File: config.mk
export PLATFORM = sky130hd
export DESIGN_NAME = syn_fifo_ex
export DESIGN_NICKNAME = d
export VERILOG_FILES = /design/src/rtl/syn_fifo_ex.sv
export SDC_FILE = /design/constraint.sdc
export NUM_CORES = 1
export LEC_CHECK = 0
export ABC_CLOCK_PERIOD_IN_PS = 4400
export CELL_PAD_IN_SITES_DETAIL_PLACEMENT = 1
export CELL_PAD_IN_SITES_GLOBAL_PLACEMENT = 1
export CORE_MARGIN = 4
export CORE_UTILIZATION = 55
export CTS_CLUSTER_DIAMETER = 50
export DETAILED_ROUTE_END_ITERATION = 8
export PLACE_DENSITY_LB_ADDON = 0.15
export SKIP_CTS_REPAIR_TIMING = 1
export SLEW_MARGIN = 5
export SYNTH_ARGS = -nofsm -noshare
export SYNTH_HDL_FRONTEND = slang
export SYNTH_SLANG_ARGS = --single-unit
export TNS_END_PERCENT = 5
File: constraint.sdc
create_clock -name clk -period 4.4 [get_ports clk]
set_input_delay 0.88 -clock clk [delete_from_list [all_inputs] [get_ports clk]]
set_output_delay 0.88 -clock clk [all_outputs]
set_load 0.01 [all_outputs]
File: src/rtl/syn_fifo_ex.sv
// syn_fifo_ex: single-clock sample FIFO with exact full/empty, fill level,
// almost-full/almost-empty thresholds, sticky overflow/underflow flags and
// a selectable first-word-fall-through read mode.
module syn_fifo_ex #(
  parameter int DATA_WIDTH = 16,
  parameter int ADDR_WIDTH = 6,
  parameter int FWFT       = 0,
  parameter int AF_THR     = (1 << ADDR_WIDTH) - 4,
  parameter int AE_THR     = 4
) (
  input  logic                  clk,
  input  logic                  rst,
  input  logic                  wr,
  input  logic [DATA_WIDTH-1:0] data_in,
  input  logic                  rd,
  output logic [DATA_WIDTH-1:0] data_out,
  output logic                  empty,
  output logic                  full,
  output logic                  almost_empty,
  output logic                  almost_full,
  output logic [ADDR_WIDTH:0]   level,
  output logic                  overflow,
  output logic                  underflow,
  input  logic                  clr_err
);

  localparam int DEPTH = 1 << ADDR_WIDTH;

  localparam logic [ADDR_WIDTH:0] DEPTH_L = {1'b1, {ADDR_WIDTH{1'b0}}};
  localparam logic [ADDR_WIDTH:0] AF_L    = (ADDR_WIDTH+1)'(AF_THR);
  localparam logic [ADDR_WIDTH:0] AE_L    = (ADDR_WIDTH+1)'(AE_THR);

  logic [DATA_WIDTH-1:0] mem [DEPTH];
  logic [ADDR_WIDTH-1:0] wr_ptr;
  logic [ADDR_WIDTH-1:0] rd_ptr;
  logic                  wr_acc;
  logic                  rd_acc;

  // Flags are pure decodes of the registered level, so no wr/rd path reaches them.
  assign empty        = (level == '0);
  assign full         = (level == DEPTH_L);
  assign almost_empty = (level <= AE_L);
  assign almost_full  = (level >= AF_L);

  assign wr_acc = wr && !full;
  assign rd_acc = rd && !empty;

  // Storage array; deliberately not reset so it maps onto plain RAM.
  always_ff @(posedge clk) begin
    if (wr_acc && !rst)
      mem[wr_ptr] <= data_in;
  end

  // Pointers advance only on accepted operations and wrap naturally.
  always_ff @(posedge clk) begin
    if (rst) begin
      wr_ptr <= '0;
      rd_ptr <= '0;
    end else begin
      if (wr_acc) wr_ptr <= wr_ptr + 1'b1;
      if (rd_acc) rd_ptr <= rd_ptr + 1'b1;
    end
  end

  // Level counter: one wider than the pointers so a full FIFO is distinguishable.
  always_ff @(posedge clk) begin
    if (rst) begin
      level <= '0;
    end else begin
      case ({wr_acc, rd_acc})
        2'b10:   level <= level + 1'b1;
        2'b01:   level <= level - 1'b1;
        default: level <= level;
      endcase
    end
  end

  // Sticky error flags; a new error in the same cycle as clr_err wins.
  always_ff @(posedge clk) begin
    if (rst) begin
      overflow  <= 1'b0;
      underflow <= 1'b0;
    end else begin
      if (wr && full)   overflow  <= 1'b1;
      else if (clr_err) overflow  <= 1'b0;
      if (rd && empty)  underflow <= 1'b1;
      else if (clr_err) underflow <= 1'b0;
    end
  end

  generate
    if (FWFT != 0) begin : g_fwft
      // Head word is shown directly; rd acknowledges it.
      assign data_out = mem[rd_ptr];
    end else begin : g_reg
      logic [DATA_WIDTH-1:0] dout_q;
      // Registered read port: loads the head word on an accepted read, else holds.
      always_ff @(posedge clk) begin
        if (rst)         dout_q <= '0;
        else if (rd_acc) dout_q <= mem[rd_ptr];
      end
      assign data_out = dout_q;
    end
  endgenerate

endmodule

; Word-level counts from Yosys, hierarchy flattened
; Memory sizes are Yosys's and may differ from the RTL's. A register that Yosys moved wholly into a read port is not among the register bits.
; Cells that the tools add are included.
[totals]
register_bits = 21
ramBits = 1024
input_bits = 21
output_inout_bits = 29
word_cells = 33
n_memories = 1
[memory_table]
columns = name, words, width, rd, rd_ports_with_merged_regs, write_ports, line_no
row1 = mem, 64, 16, 1, 1, 1, 33  ; logic [DATA_WIDTH-1:0] mem [DEPTH];
[classes]
n_addsub = 4
magnitude_cmp = 2
n_eq_ne = 3
muxes = 6
n_reduce_logical = 12
[op_table]
columns = op, n
row1 = $pmux W7 S2, 1
row2 = $add A6 B1 Y6 const B, 2
row3 = $add A7 B1 Y7 const B, 1
row4 = $eq A7 B7 Y1 const B, 1
row5 = $ge A7 B6 Y1 const B, 1
row6 = $le A7 B3 Y1 const B, 1
row7 = $logic_not A7 Y1, 1
row8 = $sub A7 B1 Y7 const B, 1
row9 = $reduce_bool A2 Y1, 3
row10 = $logic_and A1 B1 Y1, 5
row11 = $mux W1, 5
row12 = $logic_not A1 Y1, 3
row13 = $eq A2 B1 Y1 const B, 1
row14 = $eq A2 B2 Y1 const B, 1

; Longest topological paths before layout
[logic_depth]
depth_word = 6
ltp_mapped = 13
mapped_depth_nobuf = 12

; Worst setup path after synthesis
; Ideal clock, no wire load.
[synth_path]
path_kind = input port to flip-flop
startpoint = input port wr
endpoint = register level[6]
setup_time_ns = 0.121
arrival_time_ns = 3.326
required_ns = 4.279
path_slack_ns = 0.953
path_stages = 11
n_path_buf = 0
cell_sequence = inv_1 > a31oi_1 > inv_1 > ha_1 > ha_1 > nor2b_1 > o21ai_0 > a21boi_0 > or4_1 > nand3_1 > mux2_2
[synth_between]
elab_chain_len = 3
word_cells_on_any_way = 5
cone_classes = eq/ne: 2 / mux: 1 / reduce/logical: 2
[synth_lines]
columns = element, line_no
row1 = "start, declared", 13  ; input logic wr,
row2 = $logic_and A1 B1 Y1 (*), 45  ; assign wr_acc = wr && !full;
row3 = $eq A2 B1 Y1 or $eq A2 B2 Y1 (tied branches), 70  ; case ({wr_acc, rd_acc})
row4 = $pmux W7 S2 or $reduce_bool A2 Y1 (tied branches), n/a
row5 = "end signal, assigned", 71  ; 2'b10: level <= level + 1'b1;
row6 = "end signal, assigned", 72  ; 2'b01: level <= level - 1'b1;
row7 = "end signal, assigned", 73  ; default: level <= level;
row8 = "end, declared", 21  ; output logic [ADDR_WIDTH:0] level,
; Every way passes the cells marked *; elsewhere a longest branch is shown, timed or not.
; A chain may end at the register's enable or synchronous reset.

; Worst setup path in the final report
[layout_path]
startpoint = register level[0]
endpoint = register level[6]
[layout_between]
elab_chain_len = 5
word_cells_on_any_way = 12
cone_classes = add/sub: 2 / eq/ne: 3 / mux: 1 / reduce/logical: 6
[layout_lines]
columns = element
row1 = branches (longest 5 deep; another with $sub A7 B1 Y7)
; Parallel ways; which one is timed is not known.

==> results.yml <==
outcome:
  status: "complete, no violations"
setup_path:
  critPathMaxStageDelay_ns: 0.51
  critPathLaunchType: "flip-flop"
  endpoint_kind: "flip-flop"
  crit_path_top_delay_cell: "or4_1"
  path_max_fanout: 8
  cp_common_cell: "ha_1"
  path_cells: "nor4_1 > a31oi_1 > inv_1 > ha_1 > ha_1 > nor2b_1 > o21ai_0 > a21boi_0 > or4_1 > nand3_1 > mux2_2"
  required_ns: 4.96
  path_class: "flip-flop to flip-flop"
  crit_arrival_ns: 4.20
place:
  portBuffers: 49
  placed_area_sq_mm: 0.0432
  dp_hpwl_um: 64200
  routabilityCongestion: 0.823
die:
  initial_core_util_pct: 55.4
  die_width_um: 282
  die_y_um: 282
  die-area_sq_mm: 0.0792
  row_count: 100
  core_area_sq_mm: 0.0743
  boundaryPins: 50
power:
  p_int_mw: 18.4
  total_power_mw: 24.7
  irDropWorstVdd_uv: 373
  combPwrFrac_pct: 15.2
  powerDensity_mw_per_mm2: 526
  pwr-share-clk_pct: 38.5
  p_sw_share_pct: 25.3
  p_sw_mw: 6.26
  leakage_nw: 14.7
  pwr-share-seq_pct: 46.4
timing:
  maxSlewViolCount: 0
  setup_viol: 0
  period_share_pct: 82.9
  clock_skew_ns: 0.0267
  max_slew_margin_pct: 14.1
  worst_slew_pin_slew_ns: 1.29
  rsz0062_at_grt: "no"
  max_freq_mhz: 274
  hold_violations: 0
  period_minus_slack_ns: 3.65
  fin_tns_setup_ns: 0
drt:
  vias: 21300
  drc: 0
  wl_per_cell_um: 32.7
  ant_nets: 0
  first_pass_iters: 5
  wirelength_um: 108000
  via_per_inst: 6.46
  drtIter0Drc: 2482
finish:
  final_nets: 2256
  syn_to_final_growth_pct: 14.2
  postLayoutCoreUtil_pct: 63.2
  fillers: 6217
  fin_area_sq_mm: 0.0470
  drive_gt1_share_pct: 24.5
grt:
  grt_overflow: 0
  grt.met3_usage_pct: 5.68
  track_usage_pct: 27.7
  top_usage_layer: "met2"
  antenna_found_initial: 4
  use_met2_pct: 43.5
  use_met1_pct: 39.4
  grt_pass1_vias: 22600
  grt_max_degree: 94
  grt_pass1_wl_um: 157000
yosys:
  syn_avg_cell_area_sq_um: 20.1
  yosysMostFrequentCell: "edfxtp_1"
  syn_nets: 2079
  ys_types: 53
  synthCells: 2049
  async_flop_share_pct: 0
  synth-seq-cells: 1061
  seq_area_frac_synth_pct: 76.5
  netlist_top_cells_area: "edfxtp_1 75%, mux4_2 9.8%, mux2i_1 3.6%"
  synth.largest_area_cell: "edfxtp_1"
  synth_top_area_share_pct: 74.7
  synth_flop_cell: "edfxtp_1"
  syn_area_sq_mm: 0.0411
  ys_warn_count: 0
  synth_edf_count: 1024
  yosys-top-cells-count: "1024 x edfxtp_1, 179 x mux4_2, 146 x mux2i_1"
clock_network:
  cts_tree: "built"
  cts_sinks: 1061
  path_clk_slew_ns: 0.06
  htreeDepth: 3
  insertion_delay_ns: 0.68
  clockBufferDepth: 3
  cts_buffers: 114
  cts-root-buf: "clkbuf_16"
job:
  max-cap-violations: 0
min_path:
  min_path_type: "flip-flop to flip-flop"
cells by family after synthesis:
| group | Yosys count | synth area share (%) |
|---|---|---|
| simple gates | 199 | 2.19 |
| fa+ha+maj | 9 | 0.292 |
| flops | 1061 | 76.5 |
| compound gates | 274 | 4.52 |
| mux | 368 | 14.5 |
| buf+inv | 127 | 1.69 |
| xor+xnor | 11 | 0.234 |
sequential cells by signal, indices dropped and copies added, names as in the netlist:
| signal | flops |
|---|---|
| level | 7 |
| data_out | 16 |
| wr_ptr | 6 |
| rd_ptr | 6 |
| mem | 1024 |
| underflow | 1 |
| overflow | 1 |
worst max-delay path, delay by kind of cell (launching register included):
family	cells	cell delay [ns]
fa+ha+maj	2	0.71
simple gates	4	1.23
flops	1	0.36
mux	1	0.33
buf+inv	1	0.24
compound gates	3	0.67
cells in the final DEF (no fill, tap or decap), types with 13 or more instances in the layout:
cell type	instances
o22ai_1	39
nand2_1	45
clkbuf_1	24
a22oi_1	33
mux4_2	179
dfxtp_1	32
clkinv_2	20
clkdlybuf4s50_1	33
buf_4	128
a21oi_1	67
buf_2	16
clkinv_1	13
mux2i_1	146
clkbuf_16	116
nor2_1	89
o21bai_1	14
nand3_1	21
o21ai_0	33
mux2_2	43
a22o_1	13
o221ai_1	24
edfxtp_1	1024
a211oi_1	13
metal layers:
| layer | routed length, um | vias to the layer above |
|---|---|---|
| li1 | - | 8852 |
| met1 | 43900 | 11300 |
| met2 | 51200 | 937 |
| met3 | 8670 | 191 |
| met4 | 3960 | 0 |
| met5 | 0 | - |
final timing paths:
path / start / to / cells after the start / slack (ns)
worst min register to register: data_out[10]$_SDFFE_PP0P_ / data_out[10]$_SDFFE_PP0P_ / 2 / 0.54
worst max-delay path: level[0]$_SDFFE_PP0P_ / level[6]$_SDFFE_PP0P_ / 11 / 0.75
worst min-delay path: data_out[10]$_SDFFE_PP0P_ / data_out[10]$_SDFFE_PP0P_ / 2 / 0.54
worst max register to register: level[0]$_SDFFE_PP0P_ / level[6]$_SDFFE_PP0P_ / 11 / 0.75
through the flow:
| stage | setup slack (ns) | hold slack [ns] | std cells |
|---|---|---|---|
| 6_report | 0.753 | 0.540 | 3297 |
| 4_1_cts | 0.807 | 0.528 | 3296 |
| 2_1_floorplan | 0.953 | 0.482 | 2049 |
| 5_1_grt | 0.505 | 0.550 | 3296 |
| 3_3_place_gp | 0.356 | 0.474 | 3079 |
| 3_5_place_dp | 0.290 | 0.488 | 3079 |
cell type report:
class                           count  area (sq um)  area share (%)
Antenna cell                        1          2.50         0.00533
Clock buffer                      149          3120            6.63
Clock inverter                     68           667            1.42
Inverter                            6          22.5          0.0479
Multi-Input combinational cell    861          8980            19.1
Sequential cell                  1061         31500            67.1
Tap cell                          969          1210            2.58
Timing Repair Buffer              182          1470            3.13
power groups by stage:
stage	Clock (mW)	Sequential, mW	Combinational, mW
6_report	9.50	11.4	3.74
5_1_grt	10.1	11.5	3.98
4_1_cts	9.66	11.4	3.75
3_5_place_dp	0	11.7	3.72
3_3_place_gp	0	11.6	3.62
2_1_floorplan	0	11.5	2.42
(Power assumes the default switching activity.)
